--- src/rtl/ofdm_rx_symbol_sequencer_if.sv ---
// Sample-stream bundle around the OFDM RX symbol sequencer.
// The serializer drives in_*, the downstream CP-removal stage drives out_ready.
interface ofdm_rx_symbol_sequencer_if #(
  parameter int IDX_W = 4
) ();
  logic             in_valid;
  logic [15:0]      in_data;
  logic             in_ready;
  logic             out_valid;
  logic [15:0]      out_data;
  logic [IDX_W-1:0] out_idx;
  logic             out_last;
  logic             out_ready;

  // Environment side: serializer plus downstream consumer.
  modport master (
    output in_valid, in_data, out_ready,
    input  in_ready, out_valid, out_data, out_idx, out_last
  );

  // Sequencer side.
  modport slave (
    input  in_valid, in_data, out_ready,
    output in_ready, out_valid, out_data, out_idx, out_last
  );
endinterface

--- src/rtl/ofdm_rx_symbol_sequencer.sv ---
// OFDM RX symbol sequencer: splits the serializer stream into useful-sample
// and cyclic-prefix windows per symbol, forwards only useful samples.
//
// state | meaning
// ------+------------------------------------------------------------
// IDLE  | waiting for start; nothing accepted
// DATA  | useful samples, forwarded downstream under valid/ready
// CP    | cyclic-prefix samples, always accepted and discarded
module ofdm_rx_symbol_sequencer #(
  parameter int N_FFT    = 16,
  parameter int CP_MAX   = 8,
  parameter int CP_FIRST = 0,
  parameter int SYM_W    = 8
) (
  input  logic                         clk,
  input  logic                         reset,
  input  logic                         start,
  input  logic                         abort,
  input  logic [$clog2(CP_MAX+1)-1:0]  cfg_cp_len,
  input  logic [SYM_W-1:0]             cfg_num_sym,
  ofdm_rx_symbol_sequencer_if.slave    io,
  output logic                         sym_done,
  output logic                         frame_done,
  output logic [SYM_W-1:0]             sym_cnt,
  output logic                         busy,
  output logic                         start_ignored
);

  localparam int IDX_W = $clog2(N_FFT);
  localparam int CPW   = $clog2(CP_MAX + 1);

  localparam logic [1:0] S_IDLE = 2'd0;
  localparam logic [1:0] S_DATA = 2'd1;
  localparam logic [1:0] S_CP   = 2'd2;

  logic [1:0]       state_q, state_d;
  logic [IDX_W-1:0] data_cnt_q, data_cnt_d;
  logic [CPW-1:0]   cp_cnt_q, cp_cnt_d;
  logic [CPW-1:0]   cp_len_q, cp_len_d;
  logic [SYM_W-1:0] num_sym_q, num_sym_d;
  logic [SYM_W-1:0] sym_cnt_q, sym_cnt_d;
  logic             sym_done_q, sym_done_d;
  logic             frame_done_q, frame_done_d;
  logic             start_ign_q, start_ign_d;

  logic             in_ready_c;
  logic             out_valid_c;
  logic             sym_complete;
  logic [CPW-1:0]   cp_len_clamped;
  logic [1:0]       first_phase;

  // Clamp the requested CP length to what the counter is sized for.
  always_comb begin
    cp_len_clamped = cfg_cp_len;
    if (cfg_cp_len > CPW'(CP_MAX)) cp_len_clamped = CPW'(CP_MAX);
  end

  // Opening phase of every symbol after the first, using the latched CP length.
  always_comb begin
    first_phase = S_DATA;
    if ((CP_FIRST != 0) && (cp_len_q != '0)) first_phase = S_CP;
  end

  // Next-state, handshake and counter logic.
  always_comb begin
    state_d      = state_q;
    data_cnt_d   = data_cnt_q;
    cp_cnt_d     = cp_cnt_q;
    cp_len_d     = cp_len_q;
    num_sym_d    = num_sym_q;
    sym_cnt_d    = sym_cnt_q;
    sym_done_d   = 1'b0;
    frame_done_d = 1'b0;
    start_ign_d  = start_ign_q;
    in_ready_c   = 1'b0;
    out_valid_c  = 1'b0;
    sym_complete = 1'b0;

    case (state_q)
      S_IDLE: begin
        if (start && !abort) begin
          cp_len_d    = cp_len_clamped;
          num_sym_d   = (cfg_num_sym == '0) ? SYM_W'(1) : cfg_num_sym;
          sym_cnt_d   = '0;
          data_cnt_d  = '0;
          cp_cnt_d    = '0;
          start_ign_d = 1'b0;
          state_d     = ((CP_FIRST != 0) && (cp_len_clamped != '0)) ? S_CP : S_DATA;
        end
      end
      S_DATA: begin
        out_valid_c = io.in_valid;
        in_ready_c  = io.out_ready;
        if (io.in_valid && io.out_ready) begin
          if (data_cnt_q == IDX_W'(N_FFT - 1)) begin
            data_cnt_d = '0;
            if ((CP_FIRST == 0) && (cp_len_q != '0)) state_d = S_CP;
            else                                     sym_complete = 1'b1;
          end else begin
            data_cnt_d = data_cnt_q + IDX_W'(1);
          end
        end
      end
      S_CP: begin
        in_ready_c = 1'b1;
        if (io.in_valid) begin
          if (cp_cnt_q == cp_len_q - CPW'(1)) begin
            cp_cnt_d = '0;
            if (CP_FIRST != 0) state_d = S_DATA;
            else               sym_complete = 1'b1;
          end else begin
            cp_cnt_d = cp_cnt_q + CPW'(1);
          end
        end
      end
      default: state_d = S_IDLE;
    endcase

    if (sym_complete) begin
      sym_cnt_d  = sym_cnt_q + SYM_W'(1);
      sym_done_d = 1'b1;
      if (sym_cnt_q == num_sym_q - SYM_W'(1)) begin
        frame_done_d = 1'b1;
        state_d      = S_IDLE;
      end else begin
        state_d = first_phase;
      end
    end

    if (start && (state_q != S_IDLE)) start_ign_d = 1'b1;

    // Abort overrides everything, including a symbol completing this cycle.
    if (abort) begin
      state_d      = S_IDLE;
      data_cnt_d   = '0;
      cp_cnt_d     = '0;
      sym_cnt_d    = '0;
      sym_done_d   = 1'b0;
      frame_done_d = 1'b0;
    end
  end

  // State and counter registers.
  always_ff @(posedge clk or posedge reset) begin
    if (reset) begin
      state_q      <= S_IDLE;
      data_cnt_q   <= '0;
      cp_cnt_q     <= '0;
      cp_len_q     <= '0;
      num_sym_q    <= '0;
      sym_cnt_q    <= '0;
      sym_done_q   <= 1'b0;
      frame_done_q <= 1'b0;
      start_ign_q  <= 1'b0;
    end else begin
      state_q      <= state_d;
      data_cnt_q   <= data_cnt_d;
      cp_cnt_q     <= cp_cnt_d;
      cp_len_q     <= cp_len_d;
      num_sym_q    <= num_sym_d;
      sym_cnt_q    <= sym_cnt_d;
      sym_done_q   <= sym_done_d;
      frame_done_q <= frame_done_d;
      start_ign_q  <= start_ign_d;
    end
  end

  assign io.in_ready  = in_ready_c;
  assign io.out_valid = out_valid_c;
  assign io.out_data  = io.in_data;
  assign io.out_idx   = data_cnt_q;
  assign io.out_last  = (state_q == S_DATA) && (data_cnt_q == IDX_W'(N_FFT - 1));

  assign sym_done      = sym_done_q;
  assign frame_done    = frame_done_q;
  assign sym_cnt       = sym_cnt_q;
  assign busy          = (state_q != S_IDLE);
  assign start_ignored = start_ign_q;

endmodule
--- src/flat_wrapper.sv ---
// flat-port wrapper written by rule: the top's interface ports become plain ports
module ofdm_rx_symbol_sequencer_flat 
#(
  parameter int N_FFT    = 16,
  parameter int CP_MAX   = 8,
  parameter int CP_FIRST = 0,
  parameter int SYM_W    = 8
)
  (clk, reset, start, abort, cfg_cp_len, cfg_num_sym, sym_done, frame_done, sym_cnt, busy, start_ignored, io_in_valid, io_in_data, io_out_ready, io_in_ready, io_out_valid, io_out_data, io_out_idx, io_out_last);
  ofdm_rx_symbol_sequencer_if io_i ();
  input  logic clk;
  input  logic reset;
  input  logic start;
  input  logic abort;
  input  logic [$clog2(CP_MAX+1)-1:0] cfg_cp_len;
  input  logic [SYM_W-1:0] cfg_num_sym;
  output logic sym_done;
  output logic frame_done;
  output logic [SYM_W-1:0] sym_cnt;
  output logic busy;
  output logic start_ignored;
  input wire logic [$bits(io_i.in_valid)-1:0] io_in_valid;
  input wire logic [$bits(io_i.in_data)-1:0] io_in_data;
  input wire logic [$bits(io_i.out_ready)-1:0] io_out_ready;
  output wire logic [$bits(io_i.in_ready)-1:0] io_in_ready;
  output wire logic [$bits(io_i.out_valid)-1:0] io_out_valid;
  output wire logic [$bits(io_i.out_data)-1:0] io_out_data;
  output wire logic [$bits(io_i.out_idx)-1:0] io_out_idx;
  output wire logic [$bits(io_i.out_last)-1:0] io_out_last;
  assign io_i.in_valid = io_in_valid;
  assign io_i.in_data = io_in_data;
  assign io_i.out_ready = io_out_ready;
  assign io_in_ready = io_i.in_ready;
  assign io_out_valid = io_i.out_valid;
  assign io_out_data = io_i.out_data;
  assign io_out_idx = io_i.out_idx;
  assign io_out_last = io_i.out_last;
  ofdm_rx_symbol_sequencer #(.N_FFT(N_FFT), .CP_MAX(CP_MAX), .CP_FIRST(CP_FIRST), .SYM_W(SYM_W)) u_core (.clk(clk), .reset(reset), .start(start), .abort(abort), .cfg_cp_len(cfg_cp_len), .cfg_num_sym(cfg_num_sym), .io(io_i), .sym_done(sym_done), .frame_done(frame_done), .sym_cnt(sym_cnt), .busy(busy), .start_ignored(start_ignored));
endmodule
--- config.mk ---
export PLATFORM = sky130hd
export DESIGN_NAME = ofdm_rx_symbol_sequencer_flat
export DESIGN_NICKNAME = d
export VERILOG_FILES = /design/src/rtl/ofdm_rx_symbol_sequencer_if.sv /design/src/rtl/ofdm_rx_symbol_sequencer.sv /design/src/flat_wrapper.sv
export SDC_FILE = /design/constraint.sdc
export NUM_CORES = 1
export LEC_CHECK = 0
export ABC_AREA = 1
export BUFFER_PORTS_ARGS = -buffer_cell sky130_fd_sc_hd__buf_2
export CORE_UTILIZATION = 45
export DETAILED_ROUTE_END_ITERATION = 8
export PLACE_DENSITY_LB_ADDON = 0.25
export SLEW_MARGIN = 20
export SYNTH_ARGS = -nofsm -noshare
export SYNTH_HDL_FRONTEND = slang
export SYNTH_SLANG_ARGS = --single-unit
export TNS_END_PERCENT = 100
--- constraint.sdc ---
create_clock -name clk -period 1.5 [get_ports clk]
set_input_delay 0.15 -clock clk [delete_from_list [all_inputs] [get_ports clk]]
set_output_delay 0.15 -clock clk [all_outputs]
set_load 0.01 [all_outputs]
==> results by group <==
Routing
  – Final WL: 5080 um
  – DRC errors left: 0
  – Vias: 2062
  – Vias/cell: 4.85
  – Routed Antenna Nets: 0
  – DRT iter0 DRCs: 87
  – Routed length per instance: 11.9 um
  – Drt pass-1 iters: 4

Yosys
  – Post-Syn Nets: 334
  – FF+latch count, synth: 33
  – Post-synth top flop: dfrtp_1
  – Top cells by area, synth: dfrtp_1, nand2_1, inv_1, buf_4, ha_1
  – Syn_area_per_cell: 7.52 um^2
  – Post-synth cell types: 29
  – Most common cell in the synthesized netlist: nand2_1
  – Share of the synthesized area in the top cell type: 37.6%
  – EDFF count, synth: 0
  – Sequential-to-total area share from yosys stat: 37.6%
  – Synth area leader: dfrtp_1
  – Syn. warnings: 0
  – Syn Inst Count: 292
  – Mapped Area: 0.00220 mm^2
  – Post-synth ARST share: 100%
  – Synth top cells by count: nand2_1, inv_1, dfrtp_1

STA
  – Worst setup skew after layout: 0.00603 ns
  – Fin. Hold Viols: 0
  – Min Tclk post-route: 1.70 ns
  – Max_slew headroom: 69.2%
  – Final Worst Setup Slack: -0.202 ns
  – Unrepaired setup endpoints after global routing: true
  – Final setup fails: 31
  – Setup TNS: -3.26 ns
  – Period Utilization, post-route: 113%
  – Actual slew at the worst max-slew pin: 0.458 ns
  – Max Slew Vio Count: 0
  – Peak Freq: 587 MHz

Floorplan
  – Initial Util: 46.5%
  – Die area: 0.00516 mm^2
  – Ports: 69
  – Core area: 0.00472 mm^2
  – Chip width: 71.9 um
  – FP Rows: 25
  – DIE HEIGHT: 71.9 um

Clocking
  – Clock slew at reported path FFs: 0.07 ns
  – Num CTS Buffers: 5
  – CTS Sinks: 33
  – H-tree depth: 2
  – Root buf cell: clkbuf_8
  – CTS tree: yes
  – Clk_lat worst skew: 0.28 ns
  – Maximum root-to-sink buffer count: 2

Critical path
  – CP Class: register to register
  – Worst Path Required: 1.73 ns
  – Critical Path Sink Type: register
  – CP max FO: 5
  – Cells on worst reg2reg path: 13
  – Worst Path Arrival: 1.93 ns
  – Startpoint class of the critical path: register

Power
  – Clock share of power: 13.4%
  – VDD IR-drop max: 0.813 mV
  – Sequential power share: 27.8%
  – P_sw: 0.00193 W
  – Cell internal pwr: 0.00271 W
  – Comb pwr share: 58.8%
  – Pwr Density: 1550 mW/mm^2
  – Switching Fraction: 41.6%
  – Leak Pwr: 1.50 nW

GRT
  – Global-route wire length before repair: 8020 um
  – Number of global-route vias before repair: 1873
  – Tot GR Track Use: 20.3%
  – Largest net degree at the start of global routing: 34
  – Antenna violations before repair: 0
  – GRT overflow: 0

Job
  – Max_cap viols: 0

Cells and area
  – Diode count: 0
  – Synthesis-to-finish area growth: 36.8%
  – Layout Nets: 401
  – Share of layout cells above drive strength 1: 41.1%

Status
  – Status: complete, but fails checks
  – Failing checks: setup timing

Hold path
  – Worst Hold Class: input pin to register
  – Worst Hold Path Cells: 3

Placement
  – Port Buffers: 36
  – Worst slack, placed: -0.165 ns
  – Final RePlAce weighted congestion: 0.813
  – Post-DP HPWL: 3570 um
## final timing paths
kind	startpoint	end	slack, ns
hold / removal	cfg_cp_len[2]	u_core.cp_len_q[2]$_DFFE_PP0P_	0.09
setup / recovery	u_core.cp_len_q[1]$_DFFE_PP0P_	u_core.state_q[0]$_DFFE_PP0P_	-0.20
max in group asynchronous	reset	u_core.state_q[0]$_DFFE_PP0P_	0.69
setup reg to reg	u_core.cp_len_q[1]$_DFFE_PP0P_	u_core.state_q[0]$_DFFE_PP0P_	-0.20
hold reg to reg	u_core.start_ignored$_DFFE_PP0P_	u_core.start_ignored$_DFFE_PP0P_	0.49
min in group asynchronous	reset	u_core.io.out_idx[0]$_DFFE_PP0P_	0.49
## cells in the final DEF, fill, tap and decap left out, types with 2 or more instances in the layout
cell type,instances
a21oi_1,7
a21oi_2,3
a21oi_4,2
buf_2,35
buf_4,31
buf_6,7
clkbuf_8,5
dfrtp_1,33
ha_1,4
ha_4,3
inv_1,40
inv_2,10
inv_4,2
nand2_1,51
nand2_2,9
nand2_4,6
nand3_1,15
nand3_2,4
nand4_1,4
nor2_1,17
nor2_2,7
nor2_4,3
nor3_1,3
nor3_2,2
o21ai_0,2
o21ai_1,11
o21ai_2,7
o22ai_1,6
o22ai_2,2
xnor2_1,6
xor2_1,9
## cell families (layout without fill, tap and decap cells)
family | Yosys count | in the layout | synth area share, %
AO/OA/AOI/OAI | 42 | 42 | 11.0
adder cells (fa/ha/maj) | 8 | 8 | 4.56
flip-flops | 33 | 33 | 37.6
AND/OR/NAND/NOR | 124 | 125 | 26.1
XOR/XNOR | 15 | 15 | 5.98
buffers and inverters | 70 | 135 | 14.8
## registers in the layout, summed over array words and instances (netlist names)
name	flops
u_core.state_q	2
u_core.frame_done	1
u_core.cp_len_q	4
u_core.sym_cnt	8
u_core.io.out_idx	4
u_core.sym_done	1
u_core.cp_cnt_q	4
u_core.num_sym_q	8
u_core.start_ignored	1
## power groups by stage
stage	Clock [W]	Combinational (W)	Sequential, W
final	0.000621	0.00273	0.00129
after global routing	0.000673	0.00302	0.00133
after CTS	0.000634	0.00225	0.00128
after detailed placement	0	0.00202	0.00129
after global placement	0	0.00198	0.00128
after floorplan	0	0.00137	0.00127
## critical path, cell delays in order (launching register included)
cell,delay [ns]
dfrtp_1,0.38
inv_2,0.08
ha_4,0.20
nand2_1,0.05
inv_1,0.05
nor2_1,0.10
nand2_1,0.08
nor2_2,0.14
nand3_2,0.11
nand2_4,0.12
nand3_4,0.11
nand2_2,0.07
nand3_1,0.08
nand2_1,0.06
## final cells by class
type                            instances  area (um^2)
Clock buffer                            5         68.8
Clock inverter                          1         5.00
Timing Repair Buffer                   76          542
Multi-Input combinational cell        190         1270
Sequential cell                        33          826
Tap cell                               67         83.8
Inverter                               53          209
Fill cell                             421         1720
## per-stage QoR
stage	hold slack, ns	total power (W)	util [%]	instance area (um^2)	instances
floorplan	0.267	0.00265	-	2210	292
global placement	0.264	0.00327	53.8	2540	403
detailed placement	0.276	0.00331	53.8	2540	403
CTS	0.0790	0.00417	58.2	2750	415
global route	0.0992	0.00502	63.6	3000	425
finish	0.0906	0.00465	63.6	3000	425
## metal layers
| metal | GRT usage [%] | routed length [um] | vias to the layer above | part of all wire [%] |
|---|---|---|---|---|
| li1 | - | - | 1042 | - |
| met1 | 24.7 | 2230 | 964 | 44 |
| met2 | 34.7 | 2580 | 50 | 51 |
| met3 | 5.77 | 201 | 6 | 4.0 |
| met4 | 6.75 | 62 | 0 | 1.2 |
| met5 | 0 | 0 | - | 0 |
## repair_timing
action,CTS,global route
setup buffers,4,9
hold buffers,1,0
cloned,1,1
gates resized for setup,19,62
pin swaps,5,14
endpoints found under the hold margin,33,0
endpoints found under the setup margin,32,35
Power figures use the tool's default switching activity.
